**src/rtl/multicycle_controller_if.sv**
```systemverilog
// rtl/multicycle_controller_if.sv - control/handshake bundle between the multi-cycle controller and the datapath
//
// Purpose: groups the IR fields, ALU flag, memory handshake and all datapath
// control selects/enables into one interface.
// Ports (signals):
//   i_operand[6:0], i_funct3[2:0], i_funct7bit5 : IR fields seen by the controller
//   i_zero                                       : ALU zero flag
//   i_memReady                                   : memory completes pending request
//   o_memReq, o_memWrite, o_adrSrc               : memory request, direction, address select
//   o_irWrite, o_pcWrite, o_regWrite             : state-element write enables
//   o_aluSrcA, o_aluSrcB, o_resultSrc, o_immSrc  : datapath mux selects
//   o_aluLogicOperation[3:0]                     : ALU operation
//   o_illegal                                    : unsupported-instruction pulse
// Modports: master = controller side, slave = datapath/memory side.
interface multicycle_controller_if;
    logic [6:0] i_operand;
    logic [2:0] i_funct3;
    logic       i_funct7bit5;
    logic       i_zero;
    logic       i_memReady;
    logic       o_memReq;
    logic       o_memWrite;
    logic       o_adrSrc;
    logic       o_irWrite;
    logic       o_pcWrite;
    logic       o_regWrite;
    logic [1:0] o_aluSrcA;
    logic [1:0] o_aluSrcB;
    logic [1:0] o_resultSrc;
    logic [1:0] o_immSrc;
    logic [3:0] o_aluLogicOperation;
    logic       o_illegal;

    modport master (
        input  i_operand, i_funct3, i_funct7bit5, i_zero, i_memReady,
        output o_memReq, o_memWrite, o_adrSrc, o_irWrite, o_pcWrite, o_regWrite,
               o_aluSrcA, o_aluSrcB, o_resultSrc, o_immSrc, o_aluLogicOperation, o_illegal
    );

    modport slave (
        output i_operand, i_funct3, i_funct7bit5, i_zero, i_memReady,
        input  o_memReq, o_memWrite, o_adrSrc, o_irWrite, o_pcWrite, o_regWrite,
               o_aluSrcA, o_aluSrcB, o_resultSrc, o_immSrc, o_aluLogicOperation, o_illegal
    );
endinterface

```
**src/rtl/multicycle_controller.sv**
```systemverilog
// rtl/multicycle_controller.sv - main control FSM of the multi-cycle RV32I core
//
// Purpose: sequences the shared datapath through fetch/decode/execute/memory/
// writeback, one step per cycle, stalling on the memory ready handshake.
// Ports:
//   i_clk    : core clock, rising edge
//   i_arst_n : asynchronous active-low reset; write enables and memory request
//              are forced low while it is asserted
//   bus      : multicycle_controller_if.master (IR fields, flags, handshake, controls)
module multicycle_controller (
    input  logic                         i_clk,
    input  logic                         i_arst_n,
    multicycle_controller_if.master      bus
);

    localparam logic [6:0] OP_LW   = 7'b0000011;
    localparam logic [6:0] OP_SW   = 7'b0100011;
    localparam logic [6:0] OP_R    = 7'b0110011;
    localparam logic [6:0] OP_I    = 7'b0010011;
    localparam logic [6:0] OP_BEQ  = 7'b1100011;
    localparam logic [6:0] OP_JAL  = 7'b1101111;

    typedef enum logic [3:0] {
        FETCH, DECODE, MEMADR, MEMREAD, MEMWB, MEMWRITE,
        EXECUTER, EXECUTEI, ALUWB, BEQ, JAL
    } state_t;

    state_t state_q, state_d;

    // Raw (ungated) enables; reset masking is applied at the outputs.
    logic       mem_req, mem_write, ir_write, pc_write, reg_write, illegal;
    logic       adr_src;
    logic [1:0] alu_src_a, alu_src_b, result_src;
    logic [3:0] alu_op;

    always_ff @(posedge i_clk or negedge i_arst_n) begin
        if (!i_arst_n) begin
            state_q <= FETCH;
        end else begin
            state_q <= state_d;
        end
    end

    always_comb begin
        state_d    = state_q;
        mem_req    = 1'b0;
        mem_write  = 1'b0;
        adr_src    = 1'b0;
        ir_write   = 1'b0;
        pc_write   = 1'b0;
        reg_write  = 1'b0;
        illegal    = 1'b0;
        alu_src_a  = 2'b00;
        alu_src_b  = 2'b00;
        result_src = 2'b00;
        alu_op     = 4'b0000;

        case (state_q)
            FETCH: begin
                mem_req    = 1'b1;
                alu_src_b  = 2'b10;
                result_src = 2'b10;
                // PC+4 and the IR load both commit in the completing cycle.
                ir_write   = bus.i_memReady;
                pc_write   = bus.i_memReady;
                if (bus.i_memReady) state_d = DECODE;
            end
            DECODE: begin
                // Precompute the branch/jump target into ALUOut.
                alu_src_a = 2'b01;
                alu_src_b = 2'b01;
                case (bus.i_operand)
                    OP_LW, OP_SW: state_d = MEMADR;
                    OP_R:         state_d = EXECUTER;
                    OP_I:         state_d = EXECUTEI;
                    OP_JAL:       state_d = JAL;
                    OP_BEQ: begin
                        if (bus.i_funct3 == 3'b000) begin
                            state_d = BEQ;
                        end else begin
                            illegal = 1'b1;
                            state_d = FETCH;
                        end
                    end
                    default: begin
                        illegal = 1'b1;
                        state_d = FETCH;
                    end
                endcase
            end
            MEMADR: begin
                alu_src_a = 2'b10;
                alu_src_b = 2'b01;
                state_d   = (bus.i_operand == OP_SW) ? MEMWRITE : MEMREAD;
            end
            MEMREAD: begin
                mem_req = 1'b1;
                adr_src = 1'b1;
                if (bus.i_memReady) state_d = MEMWB;
            end
            MEMWB: begin
                result_src = 2'b01;
                reg_write  = 1'b1;
                state_d    = FETCH;
            end
            MEMWRITE: begin
                mem_req   = 1'b1;
                mem_write = 1'b1;
                adr_src   = 1'b1;
                if (bus.i_memReady) state_d = FETCH;
            end
            EXECUTER: begin
                alu_src_a = 2'b10;
                alu_op    = {bus.i_funct7bit5, bus.i_funct3};
                state_d   = ALUWB;
            end
            EXECUTEI: begin
                alu_src_a = 2'b10;
                alu_src_b = 2'b01;
                // Bit 30 is part of the immediate except for the shift-right pair.
                alu_op    = (bus.i_funct3 == 3'b101) ? {bus.i_funct7bit5, bus.i_funct3}
                                                     : {1'b0, bus.i_funct3};
                state_d   = ALUWB;
            end
            ALUWB: begin
                reg_write = 1'b1;
                state_d   = FETCH;
            end
            BEQ: begin
                alu_src_a = 2'b10;
                alu_op    = 4'b1000;
                pc_write  = bus.i_zero;
                state_d   = FETCH;
            end
            JAL: begin
                // PC takes the target from ALUOut while the ALU forms oldPC+4 for rd.
                alu_src_a = 2'b01;
                alu_src_b = 2'b10;
                pc_write  = 1'b1;
                state_d   = ALUWB;
            end
            default: begin
                state_d = FETCH;
            end
        endcase
    end

    always_comb begin
        case (bus.i_operand)
            OP_SW:   bus.o_immSrc = 2'b01;
            OP_BEQ:  bus.o_immSrc = 2'b10;
            OP_JAL:  bus.o_immSrc = 2'b11;
            default: bus.o_immSrc = 2'b00;
        endcase
    end

    // Enables are masked by reset so nothing writes between reset assertion
    // and the first edge after release.
    assign bus.o_memReq            = mem_req   & i_arst_n;
    assign bus.o_memWrite          = mem_write & i_arst_n;
    assign bus.o_irWrite           = ir_write  & i_arst_n;
    assign bus.o_pcWrite           = pc_write  & i_arst_n;
    assign bus.o_regWrite          = reg_write & i_arst_n;
    assign bus.o_illegal           = illegal   & i_arst_n;
    assign bus.o_adrSrc            = adr_src;
    assign bus.o_aluSrcA           = alu_src_a;
    assign bus.o_aluSrcB           = alu_src_b;
    assign bus.o_resultSrc         = result_src;
    assign bus.o_aluLogicOperation = alu_op;

endmodule

```
**src/flat_wrapper.sv**
```systemverilog
// flat-port wrapper written by rule: the top's interface ports become plain ports
module multicycle_controller_flat 
  (i_clk, i_arst_n, bus_i_operand, bus_i_funct3, bus_i_funct7bit5, bus_i_zero, bus_i_memReady, bus_o_memReq, bus_o_memWrite, bus_o_adrSrc, bus_o_irWrite, bus_o_pcWrite, bus_o_regWrite, bus_o_aluSrcA, bus_o_aluSrcB, bus_o_resultSrc, bus_o_immSrc, bus_o_aluLogicOperation, bus_o_illegal);
  multicycle_controller_if bus_i ();
  input  logic i_clk;
  input  logic i_arst_n;
  input wire logic [$bits(bus_i.i_operand)-1:0] bus_i_operand;
  input wire logic [$bits(bus_i.i_funct3)-1:0] bus_i_funct3;
  input wire logic [$bits(bus_i.i_funct7bit5)-1:0] bus_i_funct7bit5;
  input wire logic [$bits(bus_i.i_zero)-1:0] bus_i_zero;
  input wire logic [$bits(bus_i.i_memReady)-1:0] bus_i_memReady;
  output wire logic [$bits(bus_i.o_memReq)-1:0] bus_o_memReq;
  output wire logic [$bits(bus_i.o_memWrite)-1:0] bus_o_memWrite;
  output wire logic [$bits(bus_i.o_adrSrc)-1:0] bus_o_adrSrc;
  output wire logic [$bits(bus_i.o_irWrite)-1:0] bus_o_irWrite;
  output wire logic [$bits(bus_i.o_pcWrite)-1:0] bus_o_pcWrite;
  output wire logic [$bits(bus_i.o_regWrite)-1:0] bus_o_regWrite;
  output wire logic [$bits(bus_i.o_aluSrcA)-1:0] bus_o_aluSrcA;
  output wire logic [$bits(bus_i.o_aluSrcB)-1:0] bus_o_aluSrcB;
  output wire logic [$bits(bus_i.o_resultSrc)-1:0] bus_o_resultSrc;
  output wire logic [$bits(bus_i.o_immSrc)-1:0] bus_o_immSrc;
  output wire logic [$bits(bus_i.o_aluLogicOperation)-1:0] bus_o_aluLogicOperation;
  output wire logic [$bits(bus_i.o_illegal)-1:0] bus_o_illegal;
  assign bus_i.i_operand = bus_i_operand;
  assign bus_i.i_funct3 = bus_i_funct3;
  assign bus_i.i_funct7bit5 = bus_i_funct7bit5;
  assign bus_i.i_zero = bus_i_zero;
  assign bus_i.i_memReady = bus_i_memReady;
  assign bus_o_memReq = bus_i.o_memReq;
  assign bus_o_memWrite = bus_i.o_memWrite;
  assign bus_o_adrSrc = bus_i.o_adrSrc;
  assign bus_o_irWrite = bus_i.o_irWrite;
  assign bus_o_pcWrite = bus_i.o_pcWrite;
  assign bus_o_regWrite = bus_i.o_regWrite;
  assign bus_o_aluSrcA = bus_i.o_aluSrcA;
  assign bus_o_aluSrcB = bus_i.o_aluSrcB;
  assign bus_o_resultSrc = bus_i.o_resultSrc;
  assign bus_o_immSrc = bus_i.o_immSrc;
  assign bus_o_aluLogicOperation = bus_i.o_aluLogicOperation;
  assign bus_o_illegal = bus_i.o_illegal;
  multicycle_controller u_core (.i_clk(i_clk), .i_arst_n(i_arst_n), .bus(bus_i));
endmodule
```
**config.mk**
```make
export PLATFORM = sky130hd
export DESIGN_NAME = multicycle_controller_flat
export DESIGN_NICKNAME = d
export VERILOG_FILES = /design/src/rtl/multicycle_controller_if.sv /design/src/rtl/multicycle_controller.sv /design/src/flat_wrapper.sv
export SDC_FILE = /design/constraint.sdc
export NUM_CORES = 1
export LEC_CHECK = 0
export BUFFER_PORTS_ARGS = -buffer_cell sky130_fd_sc_hd__buf_4
export CAP_MARGIN = 20
export CORE_MARGIN = 5
export CORE_UTILIZATION = 43
export DETAILED_ROUTE_END_ITERATION = 8
export GPL_TIMING_DRIVEN = 0
export PLACE_DENSITY = 0.86
export SETUP_SLACK_MARGIN = 0.4
export SYNTH_ARGS = -nofsm -noshare
export SYNTH_HDL_FRONTEND = slang
export SYNTH_SLANG_ARGS = --single-unit
```
**constraint.sdc**
```tcl
create_clock -name i_clk -period 1.7 [get_ports i_clk]
set_input_delay 0.085 -clock i_clk [delete_from_list [all_inputs] [get_ports i_clk]]
set_output_delay 0.085 -clock i_clk [all_outputs]
set_load 0.01 [all_outputs]
```
After elaboration in Yosys (flattened, before gate mapping)
Cells that the tools add are included.
{ "totals": {"output_inout_bits": 19, "wordCells": 62, "input_bits": 15, "reg_bits": 4} }
{ "op_classes": {"eq_ne": 20, "mux": 22, "bitwise": 6, "reduce_logical": 13} }
{ "op_table": {"columns": ["op", "n"], "rows": [
  ["$pmux 4 s6", 1],
  ["$mux 4", 5],
  ["$pmux 4 s5", 1],
  ["$eq 4x3->1 const B", 4],
  ["$eq 7x6->1 const B", 2],
  ["$eq 7x7->1 const B", 2],
  ["$eq 4x4->1 const B", 3],
  ["$pmux 2 s2", 3],
  ["$pmux 4 s3", 1],
  ["$reduce_or 2->1", 5],
  ["$reduce_or 3->1", 3],
  ["$eq 4x2->1 const B", 2],
  ["$eq 7x2->1 const B", 1],
  ["$eq 7x5->1 const B", 1],
  ["$mux 1", 7],
  ["$and 1x1->1", 6],
  ["$ne 2x2->1 const B", 3],
  ["$pmux 2 s3", 1],
  ["$reduce_or 5->1", 1],
  ["$eq 4x1->1 const B", 1],
  ["$logic_not 4->1", 1],
  ["$reduce_or 4->1", 1],
  ["$eq 3x3->1 const B", 1],
  ["$logic_not 3->1", 1],
  ["other kinds (4)", 4]
]} }

Logic depth before layout (Yosys ltp)
Gate-level depths: netlist of run 1.
{ "logic_depth": {"word_depth": 5, "mapped_depth": 5, "ltp_nobuf": 4} }

Least setup slack after synthesis of run 1
No wires, ideal clock.
{ "synth_timing": {"path_kind": "reg2out", "startpoint": "reg u_core.state_q[1]", "endpoint": "out bus_o_irWrite", "required_time_ns": 1.615, "n_path_buf": 1, "stages_incl_launch_ff": 4, "arrival_ns": 1.390, "path_slack_ns": 0.225, "cell_sequence": "dfrtp_1 -> clkbuf_1 -> nor4_1 -> and3_1"} }
{ "synth_via": {"elab_chain_cells": 3} }
{ "synth_rtl": {"columns": ["item", "line", "text"], "rows": [
  ["start: declaration", "multicycle_controller.sv:28", "state_t state_q, state_d;"],
  ["start signal: assignment", "multicycle_controller.sv:40", "state_q <= state_d;"],
  ["$logic_not 4->1", "multicycle_controller.sv:58", "case (state_q)"],
  ["$mux 1", "multicycle_controller.sv:58", null],
  ["$and 1x1->1", "multicycle_controller.sv:161", "assign bus.o_irWrite = ir_write & i_arst_n;"],
  ["end: declaration", "flat_wrapper.sv:15", "output wire logic [$bits(bus_i.o_irWrite)-1:0] bus_o_irWrite;"]
]} }
No other way between the ends.

Final worst setup path of run 1
{ "layout_timing": {"startpoint": "reg u_core.state_q[1]", "endpoint": "out bus_o_memReq"} }
{ "layout_via": {"elab_chain_cells": 4, "elab_cells_between_ends": 6, "classes_between": "eq/ne (2); mux (1); bitwise (1); reduce/logical (2)"} }
{ "layout_rtl": {"columns": ["item", "line", "text"], "rows": [
  ["$eq 4x2->1 (tied with other cells)", "multicycle_controller.sv:58", null],
  ["$reduce_or 3->1 (no source line) *", null, null],
  ["$mux 1 *", "multicycle_controller.sv:58", null],
  ["$and 1x1->1 *", "multicycle_controller.sv:159", "assign bus.o_memReq = mem_req & i_arst_n;"],
  ["end: declaration", "flat_wrapper.sv:12", "output wire logic [$bits(bus_i.o_memReq)-1:0] bus_o_memReq;"]
]} }
Every way passes the cells marked *; elsewhere a longest branch is shown, timed or not.

==> results of run 1 <==
-- synth_stat cells, drive strengths merged --
cell     instances  share of area [%]
nor2             9                5.3
a21oi            8                6.9
nand2            7                4.1
o21ai            7                5.5
and3             6                5.9
clkbuf           4                2.4
dfrtp            4                 16
nor2b            4                3.9
nor3             4                3.1
nor4             4                4.9
buf              3                3.1
nand2b           3                2.9
or3              3                3.7
a31oi            2                2.0
inv              2                1.2
mux2i            2                3.1
nand4            2                2.0
nor3b            2                2.4
or2              2                2.0
a2bb2oi          1                1.4
and2             1               0.98
mux2             1                1.8
nand3b           1                1.2
nor4b            1                1.4
nor4bb           1                1.6
o2111a           1                1.8
o2111ai          1                1.4
o2bb2ai          1                1.4
o31ai            1                1.2
o32ai            1                1.4
o41a             1                2.0
or3b             1                1.4
xnor2            1                1.4
-- power by group through the flow --
stage | Sequential [mW] | Combinational, mW | Clock, mW
3_5_place_dp | 0.117 | 0.377 | 0
2_1_floorplan | 0.114 | 0.233 | 0
4_1_cts | 0.115 | 0.447 | 0.136
5_1_grt | 0.116 | 0.660 | 0.148
6_report | 0.115 | 0.623 | 0.134
3_3_place_gp | 0.116 | 0.370 | 0
-- final cells by class --
class	count	area, sq um
buffer	7	82.6
clock buffer	4	26.3
fill	50	110
inverter	2	7.51
multi-input combinational	79	659
sequential	4	103
tap	16	20.0
timing repair buffer	53	445
-- cells by family (layout without fill, tap and decap cells) --
logic type / count (synthesis) / count (layout)
AND/OR/NAND/NOR: 51 / 51
AO/OA/AOI/OAI: 24 / 24
buffers and inverters: 9 / 66
flip-flops: 4 / 4
multiplexers: 3 / 3
XOR/XNOR: 1 / 1
-- worst min-delay path: stages --
cell and delay, ns:
buf_4 0.13, o2111ai_4 0.07, o31ai_2 0.06
-- stage by stage --
stage | instances | total power [mW] | utilization, % | setup WS, ns
detailed placement | 141 | 0.494 | 65.4 | 0.184
finish | 165 | 0.873 | 92.4 | -0.00843
global route | 165 | 0.924 | 92.4 | -0.0623
floorplan | 92 | 0.347 | - | 0.392
global placement | 141 | 0.486 | 65.4 | 0.227
CTS | 155 | 0.697 | 78.5 | 0.0726
-- how the worst max path moves through the flow --
stage / startpoint / to / slack (ns) / cells after the start
final: u_core.state_q[1] / bus_o_memReq / -0.008 / 5
after global routing: u_core.state_q[0] / u_core.state_q[0] / -0.06 / 6
after CTS: u_core.state_q[1] / bus_o_pcWrite / 0.07 / 5
after detailed placement: u_core.state_q[3] / bus_o_pcWrite / 0.18 / 6
after global placement: u_core.state_q[3] / bus_o_pcWrite / 0.23 / 6
after floorplan: u_core.state_q[3] / bus_o_pcWrite / 0.39 / 4
-- timing repair --
item | in CTS | in global routing
setup endpoints to repair | 20 | 21
resized for setup | 23 | 37
hold buffers | 1 | 0
buffers inserted | 8 | 10
pin swaps | 4 | 9
gates cloned | 1 | 0
endpoints found under the hold margin | 4 | 0
-- layer usage --
layer | vias to the layer above | share of wire (%)
li1 | 461 | -
met1 | 500 | 38
met2 | 82 | 49
met3 | 20 | 8.8
met4 | 0 | 3.8
met5 | - | 0
==> reports/metrics.yaml, run 1 <==
cp-end-kind: "primary output"
antenna_found_initial: 0
cts_root_buf: "clkbuf_4"
pwr-share-comb_pct: 71.4
reg_top3: "u_core.state_q: 4 flops"
worstReg2RegStart: "u_core.state_q[1]"
clk_latency_ns: 0.24
finalHoldViolations: 0
power.switching_mw: 0.350
power-per-cell-area_nw_per_um2: 649
synth_nets: 107
num_io_pins: 34
firstDrtPassIters: 5
ir_drop_uv: 690
critical_path_class: "reg2out"
grt_pass1_wl_um: 4490
diodes: 0
routed_wl_um: 3450
holdWs_ns: 0.128
rsz0062_at_grt: "yes"
slew_headroom_pct: 75.4
grt.met2_usage_pct: 37.8
mostFrequentLayoutCells: "41 x buf_4, 14 x buf_6, 7 x nor2_1, 7 x nand2_1"
core_area_sq_um: 1450
grt_pass1_vias: 948
drive_gt1_share_pct: 63.1
drc_errors: 0
synthCells: 92
seq_area_frac_synth_pct: 15.7
gp_congestion: 0.811
final.min_clock_period_ns: 1.71
critPathMaxStageDelay_ns: 0.44
startpoint_type: "flop"
synth.cell_area_sq_um: 638
finalSetupViolCount: 1
drtIter0Drc: 38
p_seq_share_pct: 13.2
grt_util_met1_pct: 26.4
final_nets: 165
crit_family: "simple AND/OR/NAND/NOR gates"
drv_slew: 0
fmax_mhz: 585
h-tree-depth: 1
synth-simple-area-share_pct: 46.7
grt_usage_pct: 23.2
portBuffers: 33
cts.sinks: 4
yosys.area_share.adder_pct: 0
final_cell_area_sq_um: 1340
gr-total-overflow: 0
avgSynthCellArea_sq_um: 6.94
r2r-end: "u_core.state_q[0]"
path_cells: "buf_4 > or3_1 > o21ai_1 > and3_1 > buf_4"
p_sw_share_pct: 40.1
crit_top_cell: "buf_4"
synth_cell_types: 40
die_w_um: 48.5
dieArea_sq_um: 2350
synth_mux_area_share_pct: 4.90
ant_nets: 0
drt-vias-per-instance: 6.44
ys_ff_latch: 4
top_register: "u_core.state_q"
crit_fanout: 6
yosysWarnings: 0
clock_path_buffers: 2
rows: 14
hp-start: "bus_i_operand[0]"
wl_per_cell_um: 20.9
tns_ns: -0.00843
grt.met3_usage_pct: 8.59
fin_skew_ns: 0.00312
routed-via-count: 1063
power_frac_clock_pct: 15.4
required_ns: 1.62
reg2reg_slack_ns: 0.08
synth_compound_area_share_pct: 24.7
numCtsBuffers: 3
status: "finished with violations"
p_leak_nw: 0.587
crit_slowest_cell: "dfrtp_2"
syn_to_final_growth_pct: 111
grt_max_degree: 11
crit_arrival_ns: 1.62
dpl_cell_area_sq_um: 951
largest_register_ffs: 4
synth_top_family_by_area: "simple AND/OR/NAND/NOR gates"
clk_pin_slew_ns: 0.04
setup_slack_ns: -0.00843
synth-xor-area-share_pct: 1.37
cap_violations: 0
worst_pin_slew_ns: 0.365
tritoncts: "yes"
p_int_mw: 0.523
hold_depth: 3
path_buf_inv: 2
die_h_um: 48.5
rr_worst_depth: 5
hpwl_um: 1600
finalCritPeriodShare_pct: 100
violations: "setup timing"
whs_endpoint: "u_core.state_q[3]"
layout_commonest_cell: "buf_4"
grt_most_used_layer: "met2"
initial_core_util_pct: 43.9
hp-class: "in2reg"
Power figures use the tool's default switching activity.
==> run 2: changes to the inputs <==
Settings changed: RECOVER_POWER set to 25.
==> run 2 against run 1 <==
The run still ends with setup timing left. Setup slack gained 0.0010 ns. Register-to-register slack is essentially flat. Flip-flop and latch count stayed put. Worst hold slack improved by 0.0065 ns. Critical path depth stayed put. Non-clock buffer count did not move. Critical endpoint unchanged. Largest cell class unchanged. Highest routed layer unchanged.
==> reports/metrics.yaml, run 2 (same netlist as run 1, synthesis figures left out) <==
firstDrtPassIters: 4
routed-via-count: 1061
final.min_clock_period_ns: 1.71
hold_depth: 3
fin_skew_ns: 0.00191
holdWs_ns: 0.135
cp-end-kind: "primary output"
clock_path_buffers: 2
fmax_mhz: 586
crit_fanout: 6
rows: 14
drc_errors: 0
crit_start: "u_core.state_q[1]"
reg_top3: "u_core.state_q: 4 flops"
fin_util_pct: 91.7
grt_pass1_wl_um: 4490
slew_headroom_pct: 66.2
top_register: "u_core.state_q"
startpoint_type: "flop"
tns_ns: -0.00743
critical_path_class: "reg2out"
finalHoldViolations: 0
grt_pass1_vias: 948
h-tree-depth: 1
ir_drop_uv: 692
wl_per_cell_um: 21.3
finalSetupViolCount: 1
hp-class: "in2reg"
syn_to_final_growth_pct: 109
worstReg2RegStart: "u_core.state_q[1]"
status: "finished with violations"
hp-start: "bus_i_operand[0]"
diodes: 0
gp_congestion: 0.811
gr-total-overflow: 0
violations: "setup timing"
rsz0062_at_grt: "yes"
cts.sinks: 4
cts_root_buf: "clkbuf_4"
antenna_found_initial: 0
required_ns: 1.62
rr_worst_depth: 5
core_area_sq_um: 1450
numCtsBuffers: 3
clk_latency_ns: 0.24
p_leak_nw: 0.575
mostFrequentLayoutCells: "38 x buf_4, 14 x buf_6, 7 x nor2_1, 7 x nand2_1"
fill_cells: 55
finalCritPeriodShare_pct: 100
final_nets: 165
die_h_um: 48.5
drv_slew: 0
num_io_pins: 34
cap_violations: 0
clk_pin_slew_ns: 0.04
drtIter0Drc: 40
ant_nets: 0
routed_wl_um: 3510
largest_register_ffs: 4
drt-vias-per-instance: 6.43
initial_core_util_pct: 43.9
tritoncts: "yes"
grt_usage_pct: 23.2
setup_slack_ns: -0.00743
portBuffers: 33
power-per-cell-area_nw_per_um2: 657
worst_pin_slew_ns: 0.507
grt_max_degree: 11
hpwl_um: 1600
die_w_um: 48.5
crit_arrival_ns: 1.62
dieArea_sq_um: 2350
drive_gt1_share_pct: 61.1
layout_commonest_cell: "buf_4"
## run 2: stage by stage
step | area [sq um] | setup WS, ns | instances | power [mW]
finish | 1330 | -0.00743 | 165 | 0.875
global route | 1330 | -0.0628 | 165 | 0.922
CTS | 1140 | 0.0726 | 155 | 0.697
detailed placement | 951 | 0.184 | 141 | 0.494
global placement | 951 | 0.227 | 141 | 0.486
floorplan | 683 | 0.392 | 92 | 0.347
## run 2: layout make-up
class / instances / area, sq um / share of cell area [%]
Tap cell: 16 / 20.0 / 1.50
Sequential cell: 4 / 103 / 7.70
Clock buffer: 4 / 26.3 / 1.97
Buffer: 7 / 82.6 / 6.20
Inverter: 2 / 7.51 / 0.563
Timing Repair Buffer: 53 / 434 / 32.6
Multi-Input combinational cell: 79 / 659 / 49.5
## run 2: worst max-delay path, cell delays in order, from the launching register on
cell and delay [ns]:
dfrtp_2 0.44, buf_4 0.16, or3_1 0.34, o21ai_1 0.10, and3_1 0.20, buf_4 0.13
## run 2: worst paths after layout
check / endpoint / slack (ns)
max: bus_o_memReq / -0.007
min: u_core.state_q[3] / 0.13
max reg2reg: u_core.state_q[0] / 0.07
min reg2reg: u_core.state_q[2] / 0.72
max in group asynchronous: u_core.state_q[3] / 1.01
min in group asynchronous: u_core.state_q[1] / 0.32
## run 2: layer usage
metal	routed length, um	track usage, %	part of all wire (%)
met5	0	0	0
met3	320	8.59	9.1
met4	128	11.2	3.6
met2	1750	37.8	50
met1	1310	26.4	37
## run 2: what timing repair did
action / in CTS / in global routing
pin swaps: 4 / 9
setup endpoints to repair: 20 / 21
setup buffers: 8 / 10
gates cloned: 1 / 0
resized for setup: 23 / 37
hold endpoints to repair: 4 / 0
hold buffers: 1 / 0
## run 2: power breakdown
part           total [mW]  switching [mW]  internal (mW)
Combinational       0.624           0.297          0.327
Clock               0.135          0.0465         0.0886
Sequential          0.116         0.00976          0.106
